`config.mk`:
```
export PLATFORM = sky130hd
export DESIGN_NAME = bcast_dispatcher
export DESIGN_NICKNAME = d
export VERILOG_FILES = /design/src/rtl/bcast_dispatcher.sv
export SDC_FILE = /design/constraint.sdc
export NUM_CORES = 1
export LEC_CHECK = 0
export BUFFER_PORTS_ARGS = -buffer_cell sky130_fd_sc_hd__buf_2
export CELL_PAD_IN_SITES_DETAIL_PLACEMENT = 1
export CELL_PAD_IN_SITES_GLOBAL_PLACEMENT = 2
export CORE_ASPECT_RATIO = 1.2
export CORE_MARGIN = 4
export CORE_UTILIZATION = 28
export DETAILED_ROUTE_END_ITERATION = 12
export GPL_ROUTABILITY_DRIVEN = 0
export HOLD_SLACK_MARGIN = 0.08
export PLACE_DENSITY_LB_ADDON = 0.1
export SLEW_MARGIN = 25
export SYNTH_ARGS = -nofsm -noshare
export SYNTH_HDL_FRONTEND = slang
export SYNTH_SLANG_ARGS = --single-unit
```
`constraint.sdc`:
```
create_clock -name clk -period 6.63 [get_ports clk]
set_clock_uncertainty 0.1 [all_clocks]
set_input_delay 1.326 -clock clk [delete_from_list [all_inputs] [get_ports clk]]
set_output_delay 1.326 -clock clk [all_outputs]
set_load 0.005 [all_outputs]
```
`src/rtl/bcast_dispatcher.sv`:
```
// Broadcast dispatcher: latches one packet + channel mask per handshake and fans it
// out to every masked channel over independent valid/ready links, announcing it to the collector.
module bcast_dispatcher #(
  parameter int CH_NUM      = 32,
  parameter int PKT_WIDTH   = 64,
  parameter int STALL_LIMIT = 1024,
  parameter int CNT_WIDTH   = 32
) (
  input  logic                 clk,
  input  logic                 rst,
  input  logic                 req_valid,
  output logic                 req_ready,
  input  logic [PKT_WIDTH-1:0] req_pkt,
  input  logic [CH_NUM-1:0]    req_mask,
  output logic [CH_NUM-1:0]    ch_valid,
  input  logic [CH_NUM-1:0]    ch_ready,
  output logic [PKT_WIDTH-1:0] ch_pkt,
  output logic                 bcast_add,
  output logic [CH_NUM-1:0]    bcast_mask,
  input  logic                 bcast_pipe_full,
  output logic                 busy,
  output logic                 mask_err,
  output logic                 stall_err,
  output logic [CNT_WIDTH-1:0] issued_cnt
);

  localparam int SC_W = (STALL_LIMIT > 2) ? $clog2(STALL_LIMIT) : 1;

  logic [CH_NUM-1:0] pending;
  logic [SC_W-1:0]   stall_cnt;
  logic              done_now;
  logic              accept;
  logic              any_hs;

  // ch_valid comes straight from the register so it can never glitch or drop early.
  assign ch_valid   = pending;
  assign busy       = |pending;
  assign any_hs     = |(pending & ch_ready);
  assign done_now   = busy && ((pending & ~ch_ready) == '0);
  assign req_ready  = (!busy || done_now) && !bcast_pipe_full;
  assign accept     = req_valid && req_ready;
  assign bcast_add  = accept && (|req_mask);
  assign bcast_mask = req_mask;
  assign mask_err   = accept && !(|req_mask);

  // NOTE: sequential state uses non-blocking assignments so every register samples
  // pre-edge values; blocking here would create order-dependent simulation races.
  always_ff @(posedge clk or posedge rst) begin
    if (rst) begin
      pending <= '0;
    end else if (bcast_add) begin
      // A new broadcast overrides the clears of the one completing this cycle.
      pending <= req_mask;
    end else begin
      pending <= pending & ~ch_ready;
    end
  end

  always_ff @(posedge clk or posedge rst) begin
    if (rst) begin
      ch_pkt <= '0;
    end else if (accept) begin
      ch_pkt <= req_pkt;
    end
  end

  always_ff @(posedge clk or posedge rst) begin
    if (rst) begin
      issued_cnt <= '0;
    end else if (bcast_add) begin
      issued_cnt <= issued_cnt + CNT_WIDTH'(1);
    end
  end

  // Watchdog: counts busy cycles with no handshake; saturates once the error is flagged.
  always_ff @(posedge clk or posedge rst) begin
    if (rst) begin
      stall_cnt <= '0;
      stall_err <= 1'b0;
    end else if (!busy || any_hs) begin
      stall_cnt <= '0;
    end else if (stall_cnt == SC_W'(STALL_LIMIT - 1)) begin
      stall_err <= 1'b1;
    end else begin
      stall_cnt <= stall_cnt + SC_W'(1);
    end
  end

endmodule

```
== Yosys cells after proc, flatten, opt, wreduce, memory -nomap -nowiden ==
Index checks and enable logic that the tools add are counted.

* $add $sub $neg: 2
* Equality and inequality tests: 2
* Mux-type cells: 3
* Bitwise operators: 4
* Reductions and logical operators: 15

{| class="wikitable"
|+ Operators by type and width
! cell !! count
|-
| 32-bit OR reduction || 3
|-
| 32-bit bitwise AND || 2
|-
| 32-bit by 1-bit adder with 32-bit output (second input constant) || 1
|-
| 32-bit logical NOT || 1
|-
| 32-bit two-way mux || 1
|-
| 32-bit NOT || 1
|-
| 10-bit two-way mux || 2
|-
| 10-bit by 1-bit adder with 10-bit output (second input constant) || 1
|-
| 10-bit == test (second input constant) || 1
|-
| 1-bit logical AND || 5
|-
| 1-bit logical NOT || 3
|-
| 1-bit logical OR || 2
|-
| 2-bit inequality test (second input constant) || 1
|-
| 2-bit AND reduction || 1
|-
| 1-bit NOT || 1
|}

* Bits in registers: 139
* Bits of input ports: 132
* Output and inout bits: 165
* Word-level logic and storage cells: 31

== Depth between registers and ports, before layout ==
Gate-level depths: netlist (run 1).

* Word-level depth: 9
* Depth in mapped cells: 10

== Least setup slack after synthesis (run 1) ==
No wires, ideal clock.

* Kind: in2out
* From: in ch_ready[5]
* To: out mask_err
* Arrival: 2.753 ns
* Required time: 5.204 ns
* Path slack: 2.451 ns
* Stages on the path: 6
* Cells stage by stage: nor2b_1 -> nor4_2 -> nand2_1 -> or2_2 -> or4_1 -> nor3_1

* Word-level cells in the longest chain between the ends: 8

{| class="wikitable"
|+ RTL lines
! element !! RTL line !! RTL
|-
| start: declaration || 16 || <nowiki>input logic [CH_NUM-1:0] ch_ready,</nowiki>
|-
| 32-bit NOT || 39 || <nowiki>assign done_now = busy && ((pending & ~ch_ready) == '0);</nowiki>
|-
| 32-bit bitwise AND || 39 ||
|-
| 32-bit logical NOT || 39 ||
|-
| 1-bit logical AND || 39 ||
|-
| 1-bit logical OR || 40 || <nowiki>assign req_ready = (!busy || done_now) && !bcast_pipe_full;</nowiki>
|-
| 1-bit logical AND || 40 ||
|-
| 1-bit logical AND || 41 || <nowiki>assign accept = req_valid && req_ready;</nowiki>
|-
| 1-bit logical AND || 44 || <nowiki>assign mask_err = accept && !(|req_mask);</nowiki>
|-
| end: declaration || 22 || <nowiki>output logic mask_err,</nowiki>
|}

No other way between the ends.

== Final worst setup path (run 1) ==
* From: in ch_ready[25]
* To: out mask_err

The elaborated chain is that of the path after synthesis.

==> results.py, run 1 <==
metrics = {
    "run_status": {
        "status": "finished clean",
    },
    "clocking": {
        "cts_sinks": 139,
        "clockRootBuffer": "clkbuf_16",
        "cts.htree.levels": 4,
        "post_cts_buffers": 0,
        "tritoncts": "yes",
        "cts_buffer_depth": 2,
        "hold_buffers": 0,
        "path_clk_slew_ns": 0.06,
        "cts_buffers": 17,
        "clk_latency_ns": 0.42,
        "post_cts_resize_count": 0,
    },
    "worst_setup_path": {
        "path_max_fanout": 2,
        "r2r-start": "ch_valid[10]",
        "cp-start-kind": "input port",
        "path_class": "in -> out",
        "r2r_end": "ch_pkt[34]",
        "critPathCaptureType": "output port",
        "arrival_ns": 3.19,
        "ff2ff_path_depth": 7,
        "reg2reg_slack_ns": 3.22,
        "required_ns": 5.20,
    },
    "final_layout": {
        "regArea_um2": 3480,
        "n_fill_cell": 2539,
        "layout.nets": 919,
        "multiInputGateArea_um2": 2460,
        "final_util_pct": 37.5,
        "fin_cells": 1079,
        "drive_gt1_share_pct": 50.0,
        "final_cell_mix": "buf_2, dfrtp_1, mux2_2",
        "layout_commonest_cell": "buf_2",
        "syn_to_final_growth_pct": 32.5,
    },
    "pwr": {
        "clkPwrFrac_pct": 22.9,
        "p_total_mw": 3.93,
        "internal_power_mw": 2.46,
        "pwr-share-comb_pct": 41.1,
        "p_leak_nw": 4.40,
        "p_seq_share_pct": 35.9,
        "ir_drop_v": 0.000170,
        "power.density_nw_per_um2": 468,
        "power.switching_mw": 1.47,
        "switching_share_pct": 37.4,
    },
    "global_routing": {
        "grt_usage_pct": 16.3,
        "grt_max_degree": 82,
        "use_met1_pct": 19.6,
        "grt_pass1_vias": 5640,
        "grt_pass1_wl_um": 32300,
        "grt_antenna_before_repair": 2,
        "grt_use_met3_pct": 4.74,
        "grt_use_met2_pct": 27.9,
        "grt_overflow": 0,
        "top_usage_layer": "met2",
    },
    "logic_synthesis": {
        "yosys_warnings": 0,
        "synth_cells": 516,
        "synth_edf_count": 0,
        "syn-num-nets": 650,
        "async_flop_share_pct": 100,
        "synth.largest_area_cell": "dfrtp_1",
        "syn_avg_cell_area_um2": 12.3,
        "synth_cell_types": 41,
        "synth.area.top_cells": "dfrtp_1, mux2_2, buf_4",
        "syn_area_um2": 6330,
        "synthFlopType": "dfrtp_1",
        "synth-seq-area-share_pct": 55.0,
        "yosys_register_bits": 139,
        "synth_top_area_share_pct": 55.0,
    },
    "job": {
        "drv_cap": 0,
    },
    "routing": {
        "drt-initial-drc-count": 169,
        "num_vias": 5132,
        "routed_wl_um": 20700,
        "viasPerCell": 4.76,
        "wl_per_cell_um": 19.2,
        "drc": 0,
        "ant_nets": 0,
        "drtPass1Iterations": 4,
    },
    "timing": {
        "rsz0062_at_grt": "no",
        "setup_tns_ns": 0,
        "fmaxAchievable_mhz": 216,
        "fin_crit_sh_pct": 69.7,
        "finalCriticalPeriod_ns": 4.62,
        "hold_viol": 0,
        "setup_viol": 0,
        "drv_slew": 0,
        "slew_headroom_pct": 45.7,
        "worst_pin_slew_ns": 0.815,
    },
    "hold_path": {
        "hp-class": "reg -> reg",
        "min_from": "stall_err",
        "whs_endpoint": "stall_err",
        "holdPathStages": 1,
    },
    "die": {
        "die_h_um": 173,
        "die_x_um": 145,
        "core_um2": 22400,
        "initial_core_util_pct": 28.3,
        "pin_count": 297,
        "rows": 60,
        "die_area_um2": 25100,
    },
    "placed_design": {
        "placed_cells": 1045,
        "dp_hpwl_um": 16100,
        "portBuffers": 296,
    },
}
[worst max path at each step]
stage	from	end	slack [ns]	depth (start not counted)
floorplan	rst	ch_pkt[0]	1.48	1
global placement	ch_ready[25]	mask_err	1.99	8
detailed placement	ch_ready[25]	mask_err	1.98	8
CTS	ch_ready[25]	mask_err	1.98	8
global route	ch_ready[25]	mask_err	1.86	8
finish	ch_ready[25]	mask_err	2.01	8
[registers in the layout, summed over array words and instances (netlist names)]
signal      cells
stall_err       1
ch_pkt         64
ch_valid       32
stall_cnt      10
issued_cnt     32
[critical path, cell delays in order]
cell and delay [ns]:
buf_2 0.12, nor2b_4 0.05, nor4_2 0.31, nand2_1 0.17, or2_2 0.36, or4_1 0.51
nor3_1 0.19, buf_2 0.16
[through the flow]
step / instance area, um2 / hold slack [ns] / setup slack (ns)
final: 8380 / 0.370 / 2.01
after global routing: 8380 / 0.381 / 1.86
after CTS: 8380 / 0.374 / 1.98
after detailed placement: 7820 / 0.359 / 1.98
after global placement: 7820 / 0.354 / 1.99
after floorplan: 6330 / 0.366 / 1.48
[cells in the mapped netlist (2+ instances only)]
| cell | count |
|---|---|
| nor4_1 | 21 |
| nor2b_4 | 2 |
| clkbuf_1 | 2 |
| nor2b_1 | 23 |
| nand3_1 | 18 |
| nand4_1 | 26 |
| buf_6 | 2 |
| and3_1 | 8 |
| nor3_1 | 4 |
| mux2_1 | 11 |
| xnor2_1 | 30 |
| and4_1 | 4 |
| buf_4 | 38 |
| a21o_1 | 25 |
| dfrtp_1 | 139 |
| nand2b_1 | 7 |
| mux2_2 | 54 |
| nor2_1 | 18 |
| a22oi_1 | 16 |
| nand2_1 | 29 |
| inv_1 | 5 |
| xor2_1 | 6 |
| nor4_2 | 2 |
| or2_2 | 2 |
| ha_1 | 2 |
| or3_1 | 2 |
| and2_1 | 2 |
| mux2i_1 | 2 |
| buf_2 | 4 |
[layer usage]
| layer | wire length [um] | vias to the layer above | share of wire, % |
|---|---|---|---|
| met4 | 444 | 0 | 2.1 |
| met1 | 8540 | 2540 | 41 |
| li1 | - | 2357 | - |
| met3 | 1370 | 30 | 6.6 |
| met2 | 10400 | 205 | 50 |
| met5 | 0 | - | 0 |
[area by class of cell]
class,count,area share (%)
clock buffer,17,5.08
timing repair buffer,299,17.9
multi-input combinational,323,29.4
antenna,2,0.0597
tap,279,4.17
inverter,5,0.284
clock inverter,15,1.55
sequential,139,41.5
[kinds of logic after synthesis]
logic type,after synthesis,share of synthesized area (%)
mux,67,11.9
fa+ha+maj,2,0.395
flops,139,55.0
compound gates,42,5.00
buf+inv,54,6.21
simple gates,175,16.3
xor+xnor,37,5.24
[power groups by stage]
stage               sequential, mW  clock [mW]  combinational [mW]
finish                        1.41       0.901                1.61
global route                  1.46       0.971                1.79
CTS                           1.42       0.934                1.67
detailed placement            1.43           0                1.67
global placement              1.41           0                1.63
floorplan                     1.40           0                1.01
(Power assumes the default switching activity.)
==> inputs of run 2 (changes only) <==
--- a/config.mk
+++ b/config.mk
@@ -10,7 +10,7 @@
 export CELL_PAD_IN_SITES_GLOBAL_PLACEMENT = 2
 export CORE_ASPECT_RATIO = 1.2
 export CORE_MARGIN = 4
-export CORE_UTILIZATION = 28
+export CORE_UTILIZATION = 26
 export DETAILED_ROUTE_END_ITERATION = 12
 export GPL_ROUTABILITY_DRIVEN = 0
 export HOLD_SLACK_MARGIN = 0.08
==> constraint.sdc (replaced) <==
create_clock -name clk -period 3.9 [get_ports clk]
set_clock_uncertainty 0.1 [all_clocks]
set_input_delay 0.78 -clock clk [delete_from_list [all_inputs] [get_ports clk]]
set_output_delay 0.78 -clock clk [all_outputs]
set_load 0.005 [all_outputs]
==> results.py, run 2 (same netlist as run 1, synthesis figures left out) <==
metrics = {
    "die": {
        "die_h_um": 179,
        "rows": 62,
        "core_um2": 24000,
        "pin_count": 297,
        "initial_core_util_pct": 26.4,
        "die_x_um": 150,
        "die_area_um2": 26900,
    },
    "hold_path": {
        "hp-class": "reg -> reg",
        "holdPathStages": 1,
        "min_from": "issued_cnt[31]",
        "whs_endpoint": "issued_cnt[31]",
    },
    "worst_setup_path": {
        "reg2reg_slack_ns": 0.89,
        "critPathCaptureType": "output port",
        "ff2ff_path_depth": 7,
        "cp-start-kind": "flip-flop",
        "r2r-start": "ch_valid[1]",
        "crit_family": "simple AND/OR/NAND/NOR gates",
        "r2r_end": "issued_cnt[1]",
        "worstPathCellList": "nor2b_1 > nor4_2 > nand2_1 > or2_2 > or4_1 > nor3_1 > buf_2",
        "crit_buf_inv": 1,
        "crit_path_max_incr_delay_ns": 0.52,
        "cp_slowest_cell": "or4_1",
        "path_class": "reg -> out",
        "arrival_ns": 2.72,
        "required_ns": 3.02,
        "path_max_fanout": 4,
    },
    "final_layout": {
        "n_fill_cell": 2699,
        "drive_gt1_share_pct": 50.2,
        "final_util_pct": 35.5,
        "multiInputGateArea_um2": 2460,
        "layout.nets": 922,
        "layout_commonest_cell": "buf_2",
        "final_cell_mix": "buf_2, dfrtp_1, mux2_2",
        "largest_reg_flops": 64,
        "syn_to_final_growth_pct": 34.5,
        "regArea_um2": 3480,
        "top_register": "ch_pkt",
    },
    "global_routing": {
        "grt_use_met2_pct": 27.9,
        "top_usage_layer": "met2",
        "grt_pass1_vias": 5709,
        "grt_max_degree": 68,
        "grt_overflow": 0,
        "use_met1_pct": 19.4,
        "grt_usage_pct": 16.0,
        "grt_antenna_before_repair": 4,
        "grt_use_met3_pct": 4.60,
        "grt_pass1_wl_um": 32800,
    },
    "clocking": {
        "tritoncts": "yes",
        "post_cts_buffers": 0,
        "clk_latency_ns": 0.42,
        "clockRootBuffer": "clkbuf_16",
        "hold_buffers": 0,
        "post_cts_resize_count": 0,
        "cts.htree.levels": 4,
        "cts_buffers": 17,
        "path_clk_slew_ns": 0.07,
        "cts_buffer_depth": 2,
        "cts_sinks": 139,
    },
    "pwr": {
        "p_total_mw": 6.78,
        "ir_drop_v": 0.000317,
        "power.density_nw_per_um2": 797,
        "p_leak_nw": 4.42,
    },
    "placed_design": {
        "portBuffers": 296,
        "dp_hpwl_um": 17100,
    },
    "run_status": {
        "status": "finished clean",
    },
    "routing": {
        "num_vias": 5188,
        "drtPass1Iterations": 5,
        "wl_per_cell_um": 19.2,
        "viasPerCell": 4.62,
        "ant_nets": 0,
        "routed_wl_um": 21600,
        "drc": 0,
        "drt-initial-drc-count": 132,
    },
    "timing": {
        "setup_viol": 0,
        "slew_headroom_pct": 41.6,
        "hold_viol": 0,
        "setup_tns_ns": 0,
        "drv_slew": 0,
        "worst_pin_slew_ns": 0.873,
        "rsz0062_at_grt": "no",
        "fmaxAchievable_mhz": 278,
        "finalCriticalPeriod_ns": 3.60,
        "fin_crit_sh_pct": 92.4,
    },
    "job": {
        "drv_cap": 0,
    },
}
==> run 2: cell types whose count changed in the layout (fill, tap and decap cells not counted) <==
cell	change
clkinv_4	-1
and2_4	-1
and2_2	+1
clkinvlp_4	+2
inv_8	-1
clkinv_8	+2
buf_12	+3
clkinv_2	-2
==> run 2: worst reg2reg max path, stage by stage (launching register included) <==
cell	delay, ns
dfrtp_1	0.43
nor2b_1	0.17
nor4_1	0.47
nand4_1	0.31
or3_1	0.43
nor3_4	0.17
buf_4	0.40
mux2_2	0.40
==> run 2: where the power goes <==
part	total, mW	leakage [nW]	internal, mW	switching [mW]
registers	2.39	1.79	1.99	0.400
logic	2.82	2.35	1.38	1.44
clock network	1.57	0.275	0.848	0.725
==> run 2: metrics by stage <==
step | instance area (um2) | instances | hold WS, ns | setup WS [ns]
2_1_floorplan | 6330 | 516 | 0.366 | 0.813
3_3_place_gp | 7930 | 1089 | 0.365 | 0.329
3_5_place_dp | 7930 | 1089 | 0.366 | 0.322
4_1_cts | 8500 | 1121 | 0.379 | 0.235
5_1_grt | 8510 | 1123 | 0.393 | 0.120
6_report | 8510 | 1123 | 0.373 | 0.297
==> run 2: routing by layer <==
| metal | share of wire (%) | vias to the layer above |
|---|---|---|
| met5 | 0.097 | - |
| met4 | 1.1 | 4 |
| met3 | 7.1 | 16 |
| met2 | 51 | 198 |
| met1 | 41 | 2607 |
| li1 | - | 2363 |
==> run 2: cell type report <==
cell class / count / area share, %
sequential: 139 / 40.9
inverter: 5 / 0.265
timing repair buffer: 302 / 18.4
tap: 320 / 4.71
multi-input combinational: 323 / 29.0
clock buffer: 17 / 5.00
antenna: 2 / 0.0588
clock inverter: 15 / 1.75
==> run 2: how the worst max path moves through the flow <==
stage / startpoint / endpoint / cells past startpoint
floorplan: ch_ready[5] / mask_err / 6
global placement: ch_ready[25] / mask_err / 8
detailed placement: ch_ready[25] / mask_err / 8
CTS: ch_valid[25] / mask_err / 7
global route: ch_valid[7] / mask_err / 7
finish: ch_valid[5] / mask_err / 7
==> inputs of run 3 (changes only) <==
--- a/config.mk
+++ b/config.mk
@@ -8,7 +8,7 @@
 export BUFFER_PORTS_ARGS = -buffer_cell sky130_fd_sc_hd__buf_2
 export CELL_PAD_IN_SITES_DETAIL_PLACEMENT = 1
 export CELL_PAD_IN_SITES_GLOBAL_PLACEMENT = 2
-export CORE_ASPECT_RATIO = 1.2
+export CORE_ASPECT_RATIO = 1.75
 export CORE_MARGIN = 4
 export CORE_UTILIZATION = 26
 export DETAILED_ROUTE_END_ITERATION = 12
==> results.py, run 3 (same netlist as run 1, synthesis figures left out) <==
metrics = {
    "die": {
        "core_um2": 24000,
        "die_x_um": 126,
        "rows": 75,
        "initial_core_util_pct": 26.3,
        "die_area_um2": 27000,
        "pin_count": 297,
        "die_h_um": 214,
    },
    "timing": {
        "setup_tns_ns": 0,
        "drv_slew": 0,
        "fin_crit_sh_pct": 93.8,
        "fmaxAchievable_mhz": 273,
        "finalCriticalPeriod_ns": 3.66,
        "holdWs_ns": 0.365,
        "slew_headroom_pct": 38.7,
        "worst_pin_slew_ns": 0.917,
        "setup_viol": 0,
        "hold_viol": 0,
        "rsz0062_at_grt": "no",
    },
    "clocking": {
        "cts_sinks": 139,
        "path_clk_slew_ns": 0.06,
        "cts_buffers": 17,
        "post_cts_resize_count": 0,
        "clk_latency_ns": 0.43,
        "cts.htree.levels": 4,
        "clockRootBuffer": "clkbuf_16",
        "hold_buffers": 0,
        "cts_buffer_depth": 2,
        "post_cts_buffers": 0,
        "tritoncts": "yes",
    },
    "routing": {
        "drt-initial-drc-count": 162,
        "viasPerCell": 4.67,
        "routed_wl_um": 21700,
        "drc": 0,
        "drtPass1Iterations": 4,
        "num_vias": 5183,
        "wl_per_cell_um": 19.6,
        "ant_nets": 0,
    },
    "worst_setup_path": {
        "crit_buf_inv": 1,
        "cp-start-kind": "flip-flop",
        "arrival_ns": 2.78,
        "crit_family": "simple AND/OR/NAND/NOR gates",
        "cp_slowest_cell": "or4_1",
        "worstPathCellList": "nor2b_4 > nor4_2 > nand2_1 > or2_2 > or4_1 > nor3_1 > buf_2",
        "critPathCaptureType": "output port",
        "required_ns": 3.02,
        "crit_path_max_incr_delay_ns": 0.52,
        "path_max_fanout": 4,
        "path_class": "reg -> out",
    },
    "pwr": {
        "p_leak_nw": 4.44,
        "ir_drop_v": 0.000342,
        "power.switching_mw": 2.44,
        "switching_share_pct": 35.5,
        "p_seq_share_pct": 35.2,
        "pwr-share-comb_pct": 40.6,
        "internal_power_mw": 4.43,
        "power.density_nw_per_um2": 807,
        "clkPwrFrac_pct": 24.3,
    },
    "placed_design": {
        "placed_cells": 1076,
        "portBuffers": 296,
        "dp_hpwl_um": 17300,
    },
    "final_layout": {
        "fin_cells": 1109,
        "drive_gt1_share_pct": 49.8,
        "n_fill_cell": 2771,
        "layout.nets": 921,
        "regArea_um2": 3480,
        "layout_commonest_cell": "buf_2",
        "syn_to_final_growth_pct": 34.6,
        "top_register": "ch_pkt",
        "multiInputGateArea_um2": 2460,
        "final_cell_mix": "buf_2, dfrtp_1, mux2_2",
        "largest_reg_flops": 64,
    },
    "global_routing": {
        "grt_antenna_before_repair": 4,
        "grt_max_degree": 68,
        "grt_pass1_vias": 5749,
        "grt_pass1_wl_um": 33600,
        "grt_usage_pct": 16.1,
        "grt_overflow": 0,
    },
    "hold_path": {
        "hp-class": "reg -> reg",
    },
    "run_status": {
        "status": "finished clean",
    },
    "job": {
        "drv_cap": 0,
    },
}
-- run 3: cell count changes in the layout (fill, tap and decap cells not counted), sizes merged --
cell | before | now
bufinv | 0 | 3
inv | 12 | 4
clkinvlp | 3 | 1
buf | 302 | 301
clkbuf | 17 | 23
-- run 3: final timing paths --
check	start	to	slack, ns	cells after the start
setup / recovery	ch_valid[25]	mask_err	0.24	7
hold / removal	stall_err	stall_err	0.37	1
setup reg to reg	ch_valid[20]	ch_pkt[22]	0.93	7
hold reg to reg	stall_err	stall_err	0.37	1
max in group asynchronous	rst	ch_pkt[31]	2.49	3
min in group asynchronous	rst	ch_valid[11]	0.44	2
-- run 3: per-layer routing --
metal / share of wire (%) / vias to the layer above / GRT usage (%)
met5: 0.097 / - / 0
met2: 56 / 204 / 30.1
li1: - / 2357 / -
met3: 6.7 / 24 / 5.26
met1: 36 / 2594 / 16.7
met4: 1.7 / 4 / 5.33
-- run 3: final cells by class --
| class | instances | share of cell area (%) |
|---|---|---|
| Antenna cell | 2 | 0.0588 |
| Clock buffer | 23 | 5.73 |
| Clock inverter | 8 | 1.35 |
| Inverter | 5 | 0.265 |
| Multi-Input combinational cell | 323 | 28.9 |
| Sequential cell | 139 | 40.9 |
| Tap cell | 308 | 4.53 |
| Timing Repair Buffer | 301 | 18.3 |
-- run 3: power groups by stage --
stage          logic (mW)  clock network (mW)  registers (mW)
6_report             2.79                1.67            2.41
5_1_grt              3.06                1.78            2.49
4_1_cts              2.88                1.73            2.43
3_5_place_dp         2.88                   0            2.45
3_3_place_gp         2.83                   0            2.43
2_1_floorplan        1.71                   0            2.39
-- run 3: worst reg2reg max path, stage by stage, from the launching register on --
cell and delay [ns]:
dfrtp_1 0.45, nor2b_1 0.20, nor4_1 0.35, nand4_1 0.32, nor4_4 0.40, and2_2 0.25
buf_12 0.30, mux2_2 0.47
-- run 3: per-stage QoR --
stage	setup WS (ns)	power [mW]	instance area (um2)	util (%)
after CTS	0.149	7.04	8510	35.4
final	0.242	6.87	8510	35.4
after global placement	0.253	5.26	7910	32.9
after detailed placement	0.275	5.33	7910	32.9
after floorplan	0.813	4.10	6330	-
after global routing	0.0973	7.33	8510	35.4
